--- config.mk ---
export PLATFORM = sky130hd
export DESIGN_NAME = uart_sample_tx
export DESIGN_NICKNAME = d
export VERILOG_FILES = /design/src/rtl/uart_sample_tx.sv
export SDC_FILE = /design/constraint.sdc
export NUM_CORES = 1
export LEC_CHECK = 0
export ABC_AREA = 1
export ABC_CLOCK_PERIOD_IN_PS = 2430
export CORE_ASPECT_RATIO = 0.6
export CORE_MARGIN = 2
export CORE_UTILIZATION = 61
export CTS_CLUSTER_SIZE = 12
export DETAILED_ROUTE_END_ITERATION = 8
export PLACE_DENSITY = 0.84
export SLEW_MARGIN = 25
export SYNTH_ARGS = -nofsm -noshare
export SYNTH_HDL_FRONTEND = slang
export SYNTH_SLANG_ARGS = --single-unit
--- constraint.sdc ---
create_clock -name clk_in -period 2.43 [get_ports clk_in]
set_input_delay 0.486 -clock clk_in [delete_from_list [all_inputs] [get_ports clk_in]]
set_output_delay 0.486 -clock clk_in [all_outputs]
set_load 0.01 [all_outputs]
--- src/rtl/uart_sample_tx.sv ---
// Buffered UART transmitter for tactile ADC samples: a FIFO of SAMPLE_WIDTH-bit
// samples, each sent as ceil(SAMPLE_WIDTH/8) byte frames, most-significant byte first.
module uart_sample_tx #(
   parameter int SAMPLE_WIDTH = 12,
   parameter int BAUD_DIV     = 868,
   parameter int FIFO_DEPTH   = 8,
   parameter int PARITY_EN    = 0,
   parameter int PARITY_ODD   = 0,
   parameter int STOP_BITS    = 1
) (
   input  logic                              clk_in,
   input  logic                              rst_in,
   input  logic [SAMPLE_WIDTH-1:0]           data_in,
   input  logic                              data_valid_in,
   input  logic                              transmit_active,
   output logic                              ready_out,
   output logic                              busy_out,
   output logic                              overflow_out,
   output logic [$clog2(FIFO_DEPTH+1)-1:0]   fifo_count_out,
   output logic                              data_out
);

   localparam int NB        = (SAMPLE_WIDTH + 7) / 8;
   localparam int WW        = 8 * NB;
   localparam int CW        = $clog2(FIFO_DEPTH + 1);
   localparam int AW        = $clog2(FIFO_DEPTH);
   localparam int BW        = $clog2(BAUD_DIV);
   localparam int IW        = (NB > 1) ? $clog2(NB) : 1;
   localparam logic PODD    = (PARITY_ODD != 0);
   localparam logic [2:0] STOP_LAST = 3'(STOP_BITS - 1);

   typedef enum logic [2:0] {
      IDLE,
      START,
      DATA,
      PARITY,
      STOP
   } state_t;

   // ------------------------------------------------------------------
   // Sample FIFO
   // Handshake: a sample is taken on every rising edge where data_valid_in
   // and ready_out are both 1; ready_out reflects occupancy before any
   // same-cycle pop, so a write offered while full is dropped and flagged.
   // ------------------------------------------------------------------
   logic [SAMPLE_WIDTH-1:0] mem [FIFO_DEPTH];
   logic [AW-1:0]           wr_ptr;
   logic [AW-1:0]           rd_ptr;
   logic                    full;
   logic                    empty;
   logic                    push;
   logic                    pop;
   state_t                  state;

   assign full      = (fifo_count_out == CW'(FIFO_DEPTH));
   assign empty     = (fifo_count_out == '0);
   assign ready_out = !full;
   assign push      = data_valid_in && !full;
   assign pop       = (state == IDLE) && !empty && transmit_active;

   always_ff @(posedge clk_in) begin
      if (push) begin
         mem[wr_ptr] <= data_in;
      end
   end

   always_ff @(posedge clk_in or posedge rst_in) begin
      if (rst_in) begin
         wr_ptr         <= '0;
         rd_ptr         <= '0;
         fifo_count_out <= '0;
         overflow_out   <= 1'b0;
      end else begin
         overflow_out <= data_valid_in && full;
         if (push) begin
            wr_ptr <= wr_ptr + AW'(1);
         end
         if (pop) begin
            rd_ptr <= rd_ptr + AW'(1);
         end
         case ({push, pop})
            2'b10:   fifo_count_out <= fifo_count_out + CW'(1);
            2'b01:   fifo_count_out <= fifo_count_out - CW'(1);
            default: fifo_count_out <= fifo_count_out;
         endcase
      end
   end

   // ------------------------------------------------------------------
   // Serialiser
   // ------------------------------------------------------------------
   logic [WW-1:0] head_ext;
   logic [WW-1:0] word_q;
   logic [7:0]    tx_byte;
   logic [BW-1:0] baud_cnt;
   logic [2:0]    bit_cnt;
   logic [IW-1:0] byte_idx;
   logic          parity_q;
   logic          baud_end;
   logic          last_byte;

   assign head_ext  = WW'(mem[rd_ptr]);
   assign baud_end  = (baud_cnt == BW'(BAUD_DIV - 1));
   assign last_byte = (byte_idx == IW'(NB - 1));

   // data_out is always loaded with the value of the state being entered,
   // so the line changes exactly on the edge that changes the state.
   always_ff @(posedge clk_in or posedge rst_in) begin
      if (rst_in) begin
         state    <= IDLE;
         baud_cnt <= '0;
         bit_cnt  <= '0;
         byte_idx <= '0;
         tx_byte  <= '0;
         word_q   <= '0;
         parity_q <= 1'b0;
         data_out <= 1'b1;
         busy_out <= 1'b0;
      end else begin
         if (state != IDLE) begin
            baud_cnt <= baud_end ? '0 : baud_cnt + BW'(1);
         end
         case (state)
            IDLE: begin
               data_out <= 1'b1;
               if (pop) begin
                  state    <= START;
                  data_out <= 1'b0;
                  busy_out <= 1'b1;
                  baud_cnt <= '0;
                  byte_idx <= '0;
                  tx_byte  <= head_ext[WW-1 -: 8];
                  word_q   <= head_ext << 8;
               end
            end
            START: begin
               if (baud_end) begin
                  state    <= DATA;
                  bit_cnt  <= '0;
                  parity_q <= (^tx_byte) ^ PODD;
                  data_out <= tx_byte[0];
                  tx_byte  <= tx_byte >> 1;
               end
            end
            DATA: begin
               if (baud_end) begin
                  if (bit_cnt == 3'd7) begin
                     bit_cnt <= '0;
                     if (PARITY_EN != 0) begin
                        state    <= PARITY;
                        data_out <= parity_q;
                     end else begin
                        state    <= STOP;
                        data_out <= 1'b1;
                     end
                  end else begin
                     bit_cnt  <= bit_cnt + 3'd1;
                     data_out <= tx_byte[0];
                     tx_byte  <= tx_byte >> 1;
                  end
               end
            end
            PARITY: begin
               if (baud_end) begin
                  state    <= STOP;
                  bit_cnt  <= '0;
                  data_out <= 1'b1;
               end
            end
            STOP: begin
               if (baud_end) begin
                  if (bit_cnt == STOP_LAST) begin
                     bit_cnt <= '0;
                     if (!last_byte) begin
                        // next byte of the same sample follows with no gap
                        state    <= START;
                        data_out <= 1'b0;
                        byte_idx <= byte_idx + IW'(1);
                        tx_byte  <= word_q[WW-1 -: 8];
                        word_q   <= word_q << 8;
                     end else begin
                        state    <= IDLE;
                        busy_out <= 1'b0;
                        data_out <= 1'b1;
                     end
                  end else begin
                     bit_cnt <= bit_cnt + 3'd1;
                  end
               end
            end
            default: begin
               state    <= IDLE;
               data_out <= 1'b1;
               busy_out <= 1'b0;
            end
         endcase
      end
   end

endmodule
==> Word-level counts from Yosys, hierarchy flattened <==
Memories as Yosys holds them, arrays and structs flattened.
Cells that the tools add are included.
{ "totals": {"reg_bits": 54, "latchBits": 0, "ram_bits": 96, "romBits": 0, "out_inout_bits": 8, "elab_cells": 118, "memories": 1} }
{ "memory_table": {"columns": ["name", "depth", "word_bits", "rd", "rd_clocked_by_memory_dff", "wr", "line_no", "source"], "rows": [
  ["mem", 8, 12, 1, 0, 1, "46", "logic [SAMPLE_WIDTH-1:0] mem [FIFO_DEPTH];"]
]} }
{ "classes": {"addsub": 7, "mul": 0, "n_div": 0, "n_lt_le_gt_ge": 0, "eq_ne": 20, "shift": 0, "n_mux": 54, "bitwise": 1, "reduce_logical": 23} }
{ "ops": {"columns": ["cell", "n"], "rows": [
  ["two-way mux 16 bit", 4],
  ["two-way mux 8 bit", 7],
  ["two-way mux 10 bit", 4],
  ["two-way mux 3 bit", 12],
  ["case mux 16 bit (2 select lines)", 1],
  ["case mux 8 bit (4 select lines)", 1],
  ["!= test 2 bit, second input constant", 10],
  ["two-way mux 1 bit", 19],
  ["case mux 3 bit (5 select lines)", 1],
  ["AND reduction 5 bit", 3],
  ["adder 10 x 1 -> 10 bit, second input constant", 1],
  ["equality test 10 bit, second input constant", 1],
  ["adder 3 x 1 -> 3 bit, second input constant", 3],
  ["case mux 3 bit (3 select lines)", 1],
  ["case mux 4 bit (2 select lines)", 1],
  ["AND reduction 4 bit", 2],
  ["AND reduction 8 bit", 1],
  ["AND reduction 7 bit", 1],
  ["equality test 3 x 2 -> 1 bit, second input constant", 2],
  ["equality test 3 bit, second input constant", 2],
  ["logical NOT 3 bit", 2],
  ["nonzero test 3 bit", 2],
  ["case mux 1 bit (5 select lines)", 1],
  ["adder 4 x 1 -> 4 bit, second input constant", 1],
  ["other kinds (17)", 22]
]} }

==> Depth between registers and ports, before layout <==
Gate-level depths: netlist of the first run.
{ "depth": {"word_depth": 6, "depth_mapped": 13, "depth_no_buf": 13} }

==> Worst setup path after synthesis of the first run <==
No wires, ideal clock.
{ "synth_timing": {"kind": "register to register", "from": "reg state[1]", "to": "reg fifo_count_out[2]", "setup_time_ns": 0.119, "arrival_ns": 2.023, "path_slack_ns": 0.288, "path_stages_with_launch": 12, "path_buffers": 0, "synth_period_minus_slack_ns": 2.142, "cell_sequence": "dfrtp_1 nor2_4 nand2_1 nor2_1 ha_1 nor2_1 nor2_1 ha_1 a21oi_1 a21oi_1 o21ai_0 o21a_1"} }
{ "synth_between": {"elab_chain_len": 5} }
{ "synth_rtl": {"columns": ["element", "line_no", "source"], "rows": [
  ["start: declaration", "53", "state_t state;"],
  ["start signal: assignment", "110", "state <= IDLE;"],
  ["start signal: assignment", "127", "state <= START;"],
  ["start signal: assignment", "138", "state <= DATA;"],
  ["logical NOT 3 bit *", "59", "assign pop = (state == IDLE) && !empty && transmit_active;"],
  ["logical AND 1 bit * (2 in a row)", "59", null],
  ["net pop", "52", "logic pop;"],
  ["equality test 2 x 1 -> 1 bit or equality test 2 bit (tied branches)", "81", "case ({push, pop})"],
  ["case mux 4 bit (2 select lines) or nonzero test 2 bit (tied branches)", null, null],
  ["end signal: assignment", "82", "2'b10: fifo_count_out <= fifo_count_out + CW'(1);"],
  ["end signal: assignment", "83", "2'b01: fifo_count_out <= fifo_count_out - CW'(1);"],
  ["end signal: assignment", "84", "default: fifo_count_out <= fifo_count_out;"],
  ["end: declaration", "19", "output logic [$clog2(FIFO_DEPTH+1)-1:0] fifo_count_out,"]
]} }
The timed path passes the listed nets; every way through them passes the cells marked *.
A chain may end at the register's enable or synchronous reset.

==> Final worst setup path of the first run <==
{ "layout_timing": {"from": "reg fifo_count_out[1]", "to": "reg fifo_count_out[2]"} }
{ "layout_between": {"elab_chain_len": 6} }
{ "layout_rtl": {"columns": ["element", "line_no", "source"], "rows": [
  ["logical NOT 4 bit", "56", "assign empty = (fifo_count_out == '0);"],
  ["logical NOT 1 bit", "59", null],
  ["logical AND 1 bit (2 in a row)", "59", null],
  ["equality test 2 x 1 -> 1 bit or equality test 2 bit (tied branches)", "81", null],
  ["case mux 4 bit (2 select lines) or nonzero test 2 bit (tied branches)", null, null]
]} }
Several ways; a longest one is shown, not always the timed one.

==> results of run 1 <==
state kept, by name, indices dropped and copies added, names as in the netlist:
name and flops:
mem 96, rd_ptr 3, state 3, byte_idx 1, wr_ptr 3, tx_byte 8, overflow_out 1, data_out 1
fifo_count_out 4, busy_out 1, baud_cnt 10, word_q 8, bit_cnt 3
cell usage in the layout (no fill, tap or decap), types with 2 or more instances in the layout:
| cell | n |
|---|---|
| sky130_fd_sc_hd__dfrtp_2 | 3 |
| sky130_fd_sc_hd__dfrtp_1 | 42 |
| sky130_fd_sc_hd__inv_1 | 50 |
| sky130_fd_sc_hd__bufinv_16 | 3 |
| sky130_fd_sc_hd__nor2_4 | 3 |
| sky130_fd_sc_hd__a22oi_1 | 4 |
| sky130_fd_sc_hd__o21ai_0 | 47 |
| sky130_fd_sc_hd__clkinv_2 | 3 |
| sky130_fd_sc_hd__nor2_1 | 78 |
| sky130_fd_sc_hd__clkbuf_16 | 17 |
| sky130_fd_sc_hd__nand3_1 | 49 |
| sky130_fd_sc_hd__a22o_1 | 4 |
| sky130_fd_sc_hd__xor2_1 | 6 |
| sky130_fd_sc_hd__ha_1 | 9 |
| sky130_fd_sc_hd__clkdlybuf4s50_1 | 23 |
| sky130_fd_sc_hd__nand3_4 | 4 |
| sky130_fd_sc_hd__nor2_2 | 3 |
| sky130_fd_sc_hd__nand2_2 | 7 |
| sky130_fd_sc_hd__clkinv_4 | 4 |
| sky130_fd_sc_hd__xnor2_1 | 3 |
| sky130_fd_sc_hd__nand4_1 | 2 |
| sky130_fd_sc_hd__nand2_1 | 183 |
| sky130_fd_sc_hd__clkinvlp_4 | 4 |
| sky130_fd_sc_hd__a21oi_1 | 15 |
| sky130_fd_sc_hd__buf_4 | 16 |
| sky130_fd_sc_hd__o21ai_1 | 2 |
| sky130_fd_sc_hd__edfxtp_1 | 96 |
| sky130_fd_sc_hd__a21oi_2 | 3 |
| sky130_fd_sc_hd__inv_2 | 5 |
layer usage:
metal  track usage [%]  up-vias  wire (µm)
met3              6.62       34       1420
li1                  -     2246          -
met2              42.7      295       7010
met1              39.3     2315       6190
met4              9.56        0        287
met5                 0        -          0
path summary, 6_finish.rpt:
path,from,end,slack [ns],depth (start not counted)
setup / recovery,fifo_count_out[1]$_DFFE_PP0P_,fifo_count_out[2]$_DFFE_PP0P_,0.18,12
hold / removal,rst_in,tx_byte[4]$_DFFE_PP0P_,0.42,2
setup reg to reg,fifo_count_out[1]$_DFFE_PP0P_,fifo_count_out[2]$_DFFE_PP0P_,0.18,12
hold reg to reg,word_q[15]$_DFFE_PP0P_,word_q[15]$_DFFE_PP0P_,0.48,2
max in group asynchronous,rst_in,fifo_count_out[0]$_DFFE_PP0P_,1.49,3
min in group clk_in,word_q[15]$_DFFE_PP0P_,word_q[15]$_DFFE_PP0P_,0.48,2
cells by family (layout without fill, tap and decap cells):
| group | Yosys count | in the layout | synth area share [%] |
|---|---|---|---|
| flip-flops | 142 | 142 | 62.7 |
| adder cells (fa/ha/maj) | 9 | 9 | 1.75 |
| XOR/XNOR | 9 | 9 | 1.23 |
| buffers and inverters | 75 | 128 | 4.63 |
| AND/OR/NAND/NOR | 335 | 335 | 22.6 |
| AO/OA/AOI/OAI | 81 | 81 | 7.12 |
cells in the mapped netlist, drive strengths merged:
cell / number
o31ai: 1
nand3b: 1
nand3: 53
dfstp: 1
a2bb2oi: 1
a21oi: 18
nand4: 2
buf: 9
a22o: 4
o21bai: 1
xor2: 6
inv: 56
nor2: 85
a22oi: 4
nor3: 1
xnor2: 3
nand2: 191
or2: 2
o21ai: 50
dfrtp: 45
ha: 9
o22ai: 1
edfxtp: 96
o21a: 1
clkbuf: 10
report_power, final:
group / total, µW / switching [µW] / internal (µW) / leakage (µW)
clock network: 2620 / 1010 / 1610 / 0.000282
registers: 2590 / 0.196 / 2590 / 0.00144
logic: 71.0 / 43.2 / 27.8 / 0.00149
total: 5280 / 1060 / 4230 / 0.00321
metrics by stage:
stage,power [µW],instance area [µm²],utilization [%]
2_1_floorplan,2650,6430,-
3_3_place_gp,2710,6890,68.5
3_5_place_dp,2710,6890,68.5
4_1_cts,5280,7490,74.5
5_1_grt,5390,7500,74.6
6_report,5280,7500,74.6
worst register-to-register path, cell delays in order (launching register included):
cell,delay (ns)
sky130_fd_sc_hd__dfrtp_2,0.45
sky130_fd_sc_hd__nor2_1,0.17
sky130_fd_sc_hd__nand3_1,0.17
sky130_fd_sc_hd__nand2_2,0.14
sky130_fd_sc_hd__ha_1,0.24
sky130_fd_sc_hd__nand2_1,0.11
sky130_fd_sc_hd__inv_1,0.09
sky130_fd_sc_hd__nor2_2,0.05
sky130_fd_sc_hd__ha_1,0.19
sky130_fd_sc_hd__a21oi_1,0.22
sky130_fd_sc_hd__a21oi_1,0.12
sky130_fd_sc_hd__o21ai_0,0.09
sky130_fd_sc_hd__o21a_1,0.14
area by class of cell:
| cell class | count | area share (%) |
|---|---|---|
| clock buffer | 18 | 5.72 |
| clock inverter | 14 | 2.27 |
| inverter | 56 | 2.87 |
| multi-input combinational | 434 | 28.1 |
| sequential | 142 | 53.8 |
| tap | 135 | 2.25 |
| timing repair buffer | 40 | 4.94 |
==> flow_summary.toml, run 1 <==
[outcome]
outcome = "completed"

[floorplan]
die_w_um = 137
placementRows = 28
die_h_um = 83.6
die-area_um2 = 11400
initial_core_util_pct = 64.0
io_pins = 24
floorplan.core_area_um2 = 10100

[critical_path]
crit_chain = "nor2_1 > nand3_1 > nand2_2 > ha_1 > nand2_1 > inv_1 > nor2_2 > ha_1 > a21oi_1 > a21oi_1 > o21ai_0 > o21a_1"
cp_data_arrival_time_ns = 2.60
critical_path_required_ns = 2.79
critical_path_class = "flip-flop to flip-flop"
end_kind = "flip-flop"
worstPathBufferInverterCount = 1
worst_path_dominant_cell_family = "simple AND/OR/NAND/NOR gates"
crit_fanout = 6
critPathSlowestCell = "sky130_fd_sc_hd__dfrtp_2"
worstSetupStartpointType = "flip-flop"
critPathMaxStageDelay_ns = 0.45

[sta]
hold_viol = 0
final_cycle_utilization_of_the_critical_path_pct = 92.4
period_needed_ns = 2.25
timing.slew.headroom_pct = 63.2
final-setup-viol-count = 0
hold_slack_ns = 0.420
grt_setup_unrepaired = "no"
final-max-slew-violation-count = 0
tightest_slew_ns = 0.552
totalNegativeSetupSlack_ns = 0
max_freq_mhz = 445
finalClockSkew_ns = 0.00641
final.setup.worst_slack_ns = 0.184

[detailed_routing]
wl_um = 14900
drc = 0
antenna_left = 0
post_drt_wl_per_cell_um = 17.8
drt_iter0_markers = 583
route.detailed.vias_per_inst = 5.83
route.vias.total = 4890
drt_pre_antenna_iters = 6

[logic_synthesis]
synth_area_leader_cell = "sky130_fd_sc_hd__edfxtp_1"
synth_cells = 651
syn_area_um2 = 6430
ys.warnings.count = 0
synth.net_count = 676
synth_largest_type_area_fraction_pct = 44.8
post_synthesis_mean_instance_area_um2 = 9.88
total_of_flip_flops_plus_latches_after_synthesis = 142
ys_seq_area_share_pct = 62.7
ys_types = 39
synth_area_leaders = "sky130_fd_sc_hd__edfxtp_1, sky130_fd_sc_hd__dfrtp_1, sky130_fd_sc_hd__nand2_1"

[placement]
place_ws_ns = -0.0899
port-buffer-count = 23
dp.cells = 807
post-dp-hpwl_um = 9150
final_weighted_congestion_in_routability_driven_placement = 0.861

[pwr]
powerDensity_nw_per_um2 = 704
worst_ir_drop_vdd_uv = 660
power_leakage_uw = 0.00321

[clock_tree]
numCtsBuffers = 17
cts.sinks = 142
clk_transition_reported_paths_ns = 0.06
ctsHtreeMaxLevel = 4
clock_path_buffers = 2
cts_tree = "yes"
cts_hold_buffers = 0
cts_post_setup_buffers_inserted = 0
clock_insertion_delay_worst_skew_ns = 0.42
cts_resized = 0
root_buffer = "sky130_fd_sc_hd__clkbuf_16"

[hold_path]
worstHoldPathType = "primary input to async pin"

[finish]
syn_to_final_growth_pct = 16.6
layout.filler_cells = 613
nNetsFinal = 716
instances_no_fill = 839
share_of_final_layout_standard_cells_stronger_than_drive_strength_1_pct = 11.6
insertedDiodeCount = 0
multi_input_area_um2 = 2110
seq_area_um2 = 4040

[global_routing]
largest_net_degree_at_the_start_of_global_routing = 51
grt_first_pass_wirelength_um = 24200
grt_usage_pct = 27.8
grt_overflow_total = 0
grt_antenna_before_repair = 0
first_global_vias = 4771

[run]
cap_violations = 0
(Power assumes the default switching activity.)
==> run 2: changes to the inputs <==
--- a/config.mk
+++ b/config.mk
@@ -12,6 +12,7 @@
 export CORE_UTILIZATION = 61
 export CTS_CLUSTER_SIZE = 12
 export DETAILED_ROUTE_END_ITERATION = 8
+export HOLD_SLACK_MARGIN = 0.08
 export PLACE_DENSITY = 0.84
 export SLEW_MARGIN = 25
 export SYNTH_ARGS = -nofsm -noshare
==> results of run 2 <==
Final layout, timing and power as in run 1 (identical DEF).
